**src/rtl/dw_ahb.sv**
```systemverilog
// rtl/dw_ahb.sv - two-master, two-slave AHB-Lite fabric with arbiter, decoder and default slave
// Ports:
//   hclk, hresetn                      clock, async active-low reset
//   *_m1 / *_m2                        master address/control/write data and bus request
//   hgrant_m1 / hgrant_m2              registered grant, exactly one high
//   hready, hresp, hrdata              response returned to both masters
//   hready_resp_s*, hresp_s*, hrdata_s* slave responses
//   hsel_s1 / hsel_s2                  slave selects decoded from haddr
//   haddr, hburst, hsize, htrans, hwrite, hwdata  shared slave bus
module dw_ahb (
  input  logic        hclk,
  input  logic        hresetn,
  input  logic [31:0] haddr_m1,
  input  logic [31:0] haddr_m2,
  input  logic        hbusreq_m1,
  input  logic        hbusreq_m2,
  input  logic [2:0]  hburst_m1,
  input  logic [2:0]  hburst_m2,
  input  logic [2:0]  hsize_m1,
  input  logic [2:0]  hsize_m2,
  input  logic [1:0]  htrans_m1,
  input  logic [1:0]  htrans_m2,
  input  logic [31:0] hwdata_m1,
  input  logic [31:0] hwdata_m2,
  input  logic        hwrite_m1,
  input  logic        hwrite_m2,
  output logic        hgrant_m1,
  output logic        hgrant_m2,
  output logic        hready,
  output logic [1:0]  hresp,
  output logic [31:0] hrdata,
  input  logic        hready_resp_s1,
  input  logic        hready_resp_s2,
  input  logic [1:0]  hresp_s1,
  input  logic [1:0]  hresp_s2,
  input  logic [31:0] hrdata_s1,
  input  logic [31:0] hrdata_s2,
  output logic        hsel_s1,
  output logic        hsel_s2,
  output logic [31:0] haddr,
  output logic [2:0]  hburst,
  output logic [2:0]  hsize,
  output logic [1:0]  htrans,
  output logic        hwrite,
  output logic [31:0] hwdata
);

  typedef enum logic [1:0] {SEL_NONE, SEL_S1, SEL_S2, SEL_DEF} sel_t;
  typedef enum logic [1:0] {DS_IDLE, DS_ERR1, DS_ERR2} ds_state_t;

  // Master indices: 0 = m1, 1 = m2
  logic      grant;
  logic      addr_owner;
  logic      data_owner;
  sel_t      data_sel;
  sel_t      dec_sel;
  ds_state_t ds_state;
  logic      def_ready;
  logic      def_err;
  logic      active;

  assign hgrant_m1 = ~grant;
  assign hgrant_m2 = grant;

  // Arbiter: current owner keeps the bus while requesting, else m1 has priority,
  // and m1 is the default master when nobody requests.
  always_ff @(posedge hclk or negedge hresetn) begin
    if (!hresetn) begin
      grant <= 1'b0;
    end else if (hready) begin
      if (grant && hbusreq_m2)
        grant <= 1'b1;
      else if (hbusreq_m1)
        grant <= 1'b0;
      else if (hbusreq_m2)
        grant <= 1'b1;
      else
        grant <= 1'b0;
    end
  end

  always_ff @(posedge hclk or negedge hresetn) begin
    if (!hresetn) begin
      addr_owner <= 1'b0;
      data_owner <= 1'b0;
    end else if (hready) begin
      addr_owner <= grant;
      data_owner <= addr_owner;
    end
  end

  assign haddr  = addr_owner ? haddr_m2  : haddr_m1;
  assign hburst = addr_owner ? hburst_m2 : hburst_m1;
  assign hsize  = addr_owner ? hsize_m2  : hsize_m1;
  assign htrans = addr_owner ? htrans_m2 : htrans_m1;
  assign hwrite = addr_owner ? hwrite_m2 : hwrite_m1;
  assign hwdata = data_owner ? hwdata_m2 : hwdata_m1;

  // Decoder: 64 KiB regions at 0x0000_0000 and 0x0001_0000, everything else unmapped
  always_comb begin
    dec_sel = SEL_DEF;
    if (haddr[31:16] == 16'h0000)
      dec_sel = SEL_S1;
    else if (haddr[31:16] == 16'h0001)
      dec_sel = SEL_S2;
  end

  assign hsel_s1 = (dec_sel == SEL_S1);
  assign hsel_s2 = (dec_sel == SEL_S2);
  assign active  = htrans[1];  // NONSEQ or SEQ

  always_ff @(posedge hclk or negedge hresetn) begin
    if (!hresetn)
      data_sel <= SEL_NONE;
    else if (hready)
      data_sel <= active ? dec_sel : SEL_NONE;
  end

  // Default slave: two-cycle ERROR. ERR1 stalls the bus, ERR2 completes it;
  // a back-to-back unmapped transfer may restart from ERR2.
  always_ff @(posedge hclk or negedge hresetn) begin
    if (!hresetn) begin
      ds_state  <= DS_IDLE;
      def_ready <= 1'b1;
      def_err   <= 1'b0;
    end else begin
      case (ds_state)
        DS_ERR1: begin
          ds_state  <= DS_ERR2;
          def_ready <= 1'b1;
          def_err   <= 1'b1;
        end
        default: begin
          if (hready) begin
            if (active && dec_sel == SEL_DEF) begin
              ds_state  <= DS_ERR1;
              def_ready <= 1'b0;
              def_err   <= 1'b1;
            end else begin
              ds_state  <= DS_IDLE;
              def_ready <= 1'b1;
              def_err   <= 1'b0;
            end
          end
        end
      endcase
    end
  end

  always_comb begin
    hready = 1'b1;
    hresp  = 2'b00;
    hrdata = 32'h0;
    case (data_sel)
      SEL_S1: begin
        hready = hready_resp_s1;
        hresp  = hresp_s1;
        hrdata = hrdata_s1;
      end
      SEL_S2: begin
        hready = hready_resp_s2;
        hresp  = hresp_s2;
        hrdata = hrdata_s2;
      end
      SEL_DEF: begin
        hready = def_ready;
        hresp  = def_err ? 2'b01 : 2'b00;
      end
      default: ;
    endcase
  end

endmodule

```
**config.mk**
```make
export PLATFORM = sky130hd
export DESIGN_NAME = dw_ahb
export DESIGN_NICKNAME = d
export VERILOG_FILES = /design/src/rtl/dw_ahb.sv
export SDC_FILE = /design/constraint.sdc
export NUM_CORES = 1
export LEC_CHECK = 0
export BUFFER_PORTS_ARGS = -buffer_cell sky130_fd_sc_hd__buf_2
export CAP_MARGIN = 10
export CORE_AREA = 2 2 129 131
export DETAILED_ROUTE_END_ITERATION = 8
export DIE_AREA = 0 0 131 133
export HOLD_SLACK_MARGIN = 0.15
export PLACE_DENSITY = 0.52
export SYNTH_ARGS = -nofsm -noshare
export SYNTH_HDL_FRONTEND = slang
export SYNTH_SLANG_ARGS = --single-unit
export TNS_END_PERCENT = 50
```
**constraint.sdc**
```tcl
create_clock -name hclk -period 5.1 [get_ports hclk]
set_input_delay 1.02 -clock hclk [delete_from_list [all_inputs] [get_ports hclk]]
set_output_delay 1.02 -clock hclk [all_outputs]
set_load 0.005 [all_outputs]
```
==> run summary <==
SETUP PATH
------------------------------------------------------------------------------------
Most numerous cell on the critical path                                        buf_2
Worst Setup Start Kind                                                    input port
Worst stage delay on the critical path                                        520 ps
Cell with the largest stage delay on the worst path                            or4_1
R2R cell count                                                                     8
RR Endpoint                                                             def_ready$_DFFE_PN1P_
CP Class                                                                      in2out
Worst reg-to-reg setup slack                                                 2850 ps
CP cell instances                                                       buf_2 > or4_1 > a222oi_1 > and4_1 > buf_2
Type of element capturing the critical path                               output pin
WP data arrival                                                              2530 ps
Crit-path max FO                                                                   3
Data required time of the critical path                                      4080 ps
Critical register-to-register path startpoint                           data_sel[0]$_DFFE_PN0P_

HOLD PATH
------------------------------------------------------------------------------------
Kind of path behind the tightest hold check                                  reg2reg
Worst hold start                                                        data_owner$_DFFE_PN0P_
Instance count along the most critical hold path                                   2
End point of the worst hold path                                        data_owner$_DFFE_PN0P_

CTS
------------------------------------------------------------------------------------
TritonCTS Buffers                                                                  3
Post CTS Setup Buffer Count                                                        0
CTS clk-pin slew, worst paths                                                  40 ps
Worst skew pair latency                                                       230 ps
Depth of the CTS H-tree                                                            1
Buffer type at the clock tree root                                         clkbuf_16
Cells resized by post-CTS repair                                                   0
Total of hold buffers inserted after clock tree synthesis                          0
Total clock sinks                                                                  9
CTS Buffer Depth                                                                   2
TritonCTS clock tree                                                           built

TIMING
------------------------------------------------------------------------------------
Unrepaired setup endpoints after global routing                                   no
Final clock skew                                                             1.42 ps
Number of failing setup endpoints in the final timing report                       0
Slew headroom                                                                  0.467
Worst slew pin tran                                                           800 ps
Hold Violations, Final                                                             0
Period utilisation layout                                                      0.696
Number of pins with negative max-slew slack in the final report                    0
Max Clk Rate                                                                 282 MHz
Post-Route Hold Slack                                                         495 ps
Min setup slack post-route                                                   1550 ps
Setup TNS                                                                       0 ps
Fin crit period                                                              3550 ps

LOGIC SYNTHESIS
------------------------------------------------------------------------------------
FF+latch count, synth                                                              9
Largest area contributor in the netlist                                       mux2_2
Synthesized instance count                                                       221
Sequential element share of the synthesized area                               0.117
Post-synth net total                                                             445
Average cell area after synthesis                                           8.79 µm²
Number of distinct library cells after synthesis                                  38
Fraction of post-synthesis cell area in the top cell type by area              0.418
Proportion of synthesized flip-flops having asynchronous set or reset           1.00
Yosys warnings                                                                     0
Area of the mapped netlist                                                  1940 µm²
Most used flip-flop cell after synthesis                                     dfrtp_1
Leading cell types by total area after synthesis                        mux2_2 (42%), a22oi_1 (14%), nor2b_1 (11%)
Count of flip-flops with a built-in enable after synthesis                         0

ROUTING
------------------------------------------------------------------------------------
Routed len/inst                                                              12.9 µm
Number of nets with antenna violations after routing                               0
Vias per inst                                                                   3.86
Total Routed Length                                                          9760 µm
Total DRC errors in the routed layout                                              0
Via count of the routed design                                                 2,926
Number of DRC violations after detailed-routing iteration 0                      100
First drt pass iteration count                                                     4

RUN
------------------------------------------------------------------------------------
Number of max-cap violations                                                       0

FLOORPLANNING
------------------------------------------------------------------------------------
Starting density of the core                                                   0.120
Core outline area                                                         16,200 µm²
I/O pin cnt                                                                      332
Count of standard-cell rows                                                       47
Die boundary height                                                           133 µm
Die area                                                                  17,400 µm²
Horizontal die dimension                                                      131 µm

LAYOUT
------------------------------------------------------------------------------------
Post-synthesis to final-layout area growth                                      101%
Fraction of the core area covered by cells at the end of the flow              0.241
Area of combinational cells with multiple inputs                            1610 µm²
Layout cells sized above 1                                                     0.766
Filler cell count in the final layout                                          1,778
Total area of sequential cells                                               228 µm²
Antenna Diode Count                                                                0
Most frequent cells in the layout                                       buf_2 (331), mux2_2 (72), a22oi_1 (35)
Leading cell type in the layout, fill and taps excluded                        buf_2
Number of nets in the layout                                                     764

GLOBAL ROUTE
------------------------------------------------------------------------------------
Number of antenna violations at the first check in global routing                  0
Global-route wire length before repair                                     13,500 µm
Overflow after GRT                                                                 0
Maximum number of pins on one net before global-route repair                      36
Number of global-route vias before repair                                      2,688
Total Routing Usage GR                                                        0.0981

POWER AND IR DROP
------------------------------------------------------------------------------------
Leakage power of the design                                                  2.06 nW
Power density over cell area                                              411 nW/µm²
Power after layout                                                           1.60 mW
Maximum vdd drop                                                            0.166 mV

PLACED DESIGN
------------------------------------------------------------------------------------
Worst slack at placement                                                     1560 ps
Final RePlAce weighted congestion                                              0.749
Detailed-placement wirelength estimate                                       8510 µm
Port bufs                                                                        331

OUTCOME
------------------------------------------------------------------------------------
Outcome                                                                    completed

-- report_power, final --
part	total (mW)	internal (mW)	switching, mW
clock network	0.137	0.103	0.0338
logic	1.29	0.685	0.607
registers	0.172	0.111	0.0613
total	1.60	0.899	0.702
-- stage by stage --
step | instance area [µm²] | cells
floorplan | 1940 | 221
global placement | 3820 | 755
detailed placement | 3820 | 755
CTS | 3900 | 759
global route | 3900 | 759
finish | 3900 | 759
-- routing by layer --
metal | global-route usage | up-vias | routed length (µm)
met2 | 0.180 | 174 | 4840
met1 | 0.122 | 1276 | 4010
met3 | 0.0113 | 4 | 853
met5 | 0 | - | 0
li1 | - | 1472 | -
met4 | 0.0195 | 0 | 57
-- worst max-delay path: cells and delay by family --
kind	cells	cell delay (ps)
compound gates	1	450
buf+inv	2	230
simple gates	2	830
-- sequential cells by signal (all words and copies together), names as in the netlist --
| name | cells |
|---|---|
| hgrant_m2 | 1 |
| data_sel | 2 |
| def_err | 1 |
| data_owner | 1 |
| addr_owner | 1 |
| ds_state | 2 |
| def_ready | 1 |
-- cells by family after synthesis --
family	count (synthesis)	synth area share
AND/OR/NAND/NOR	57	0.184
AO/OA/AOI/OAI	52	0.197
multiplexers	73	0.423
flip-flops	9	0.117
adder cells (fa/ha/maj)	4	0.0258
buffers and inverters	26	0.0535
-- how the worst max path moves through the flow --
| stage | startpoint | end | slack, ps | cells after the start |
|---|---|---|---|---|
| after floorplan | haddr_m1[22] | hsel_s1 | 1920 | 3 |
| after global placement | haddr_m1[22] | hsel_s1 | 1620 | 5 |
| after detailed placement | haddr_m1[22] | hsel_s1 | 1560 | 5 |
| after CTS | haddr_m1[22] | hsel_s1 | 1560 | 5 |
| after global routing | haddr_m2[22] | hsel_s2 | 1480 | 5 |
| final | haddr_m1[22] | hsel_s2 | 1550 | 5 |
-- area by class of cell --
cell class,count,share of cell area
Clock buffer,3,0.0192
Clock inverter,1,0.00128
Inverter,5,0.00481
Multi-Input combinational cell,186,0.413
Sequential cell,9,0.0584
Tap cell,220,0.0706
Timing Repair Buffer,335,0.432
-- synth_stat cells (all sizes together), types with 2 or more instances --
library cell and n:
mux2 73, a22oi 35, nor2b 33, clkbuf 18, dfrtp 8, inv 5
ha 4, nand2 4, o21ai 4, buf 3, nor2 3, or3 3
or3b 3, a21oi 2, a222oi 2, o22ai 2
(Power assumes the default switching activity.)
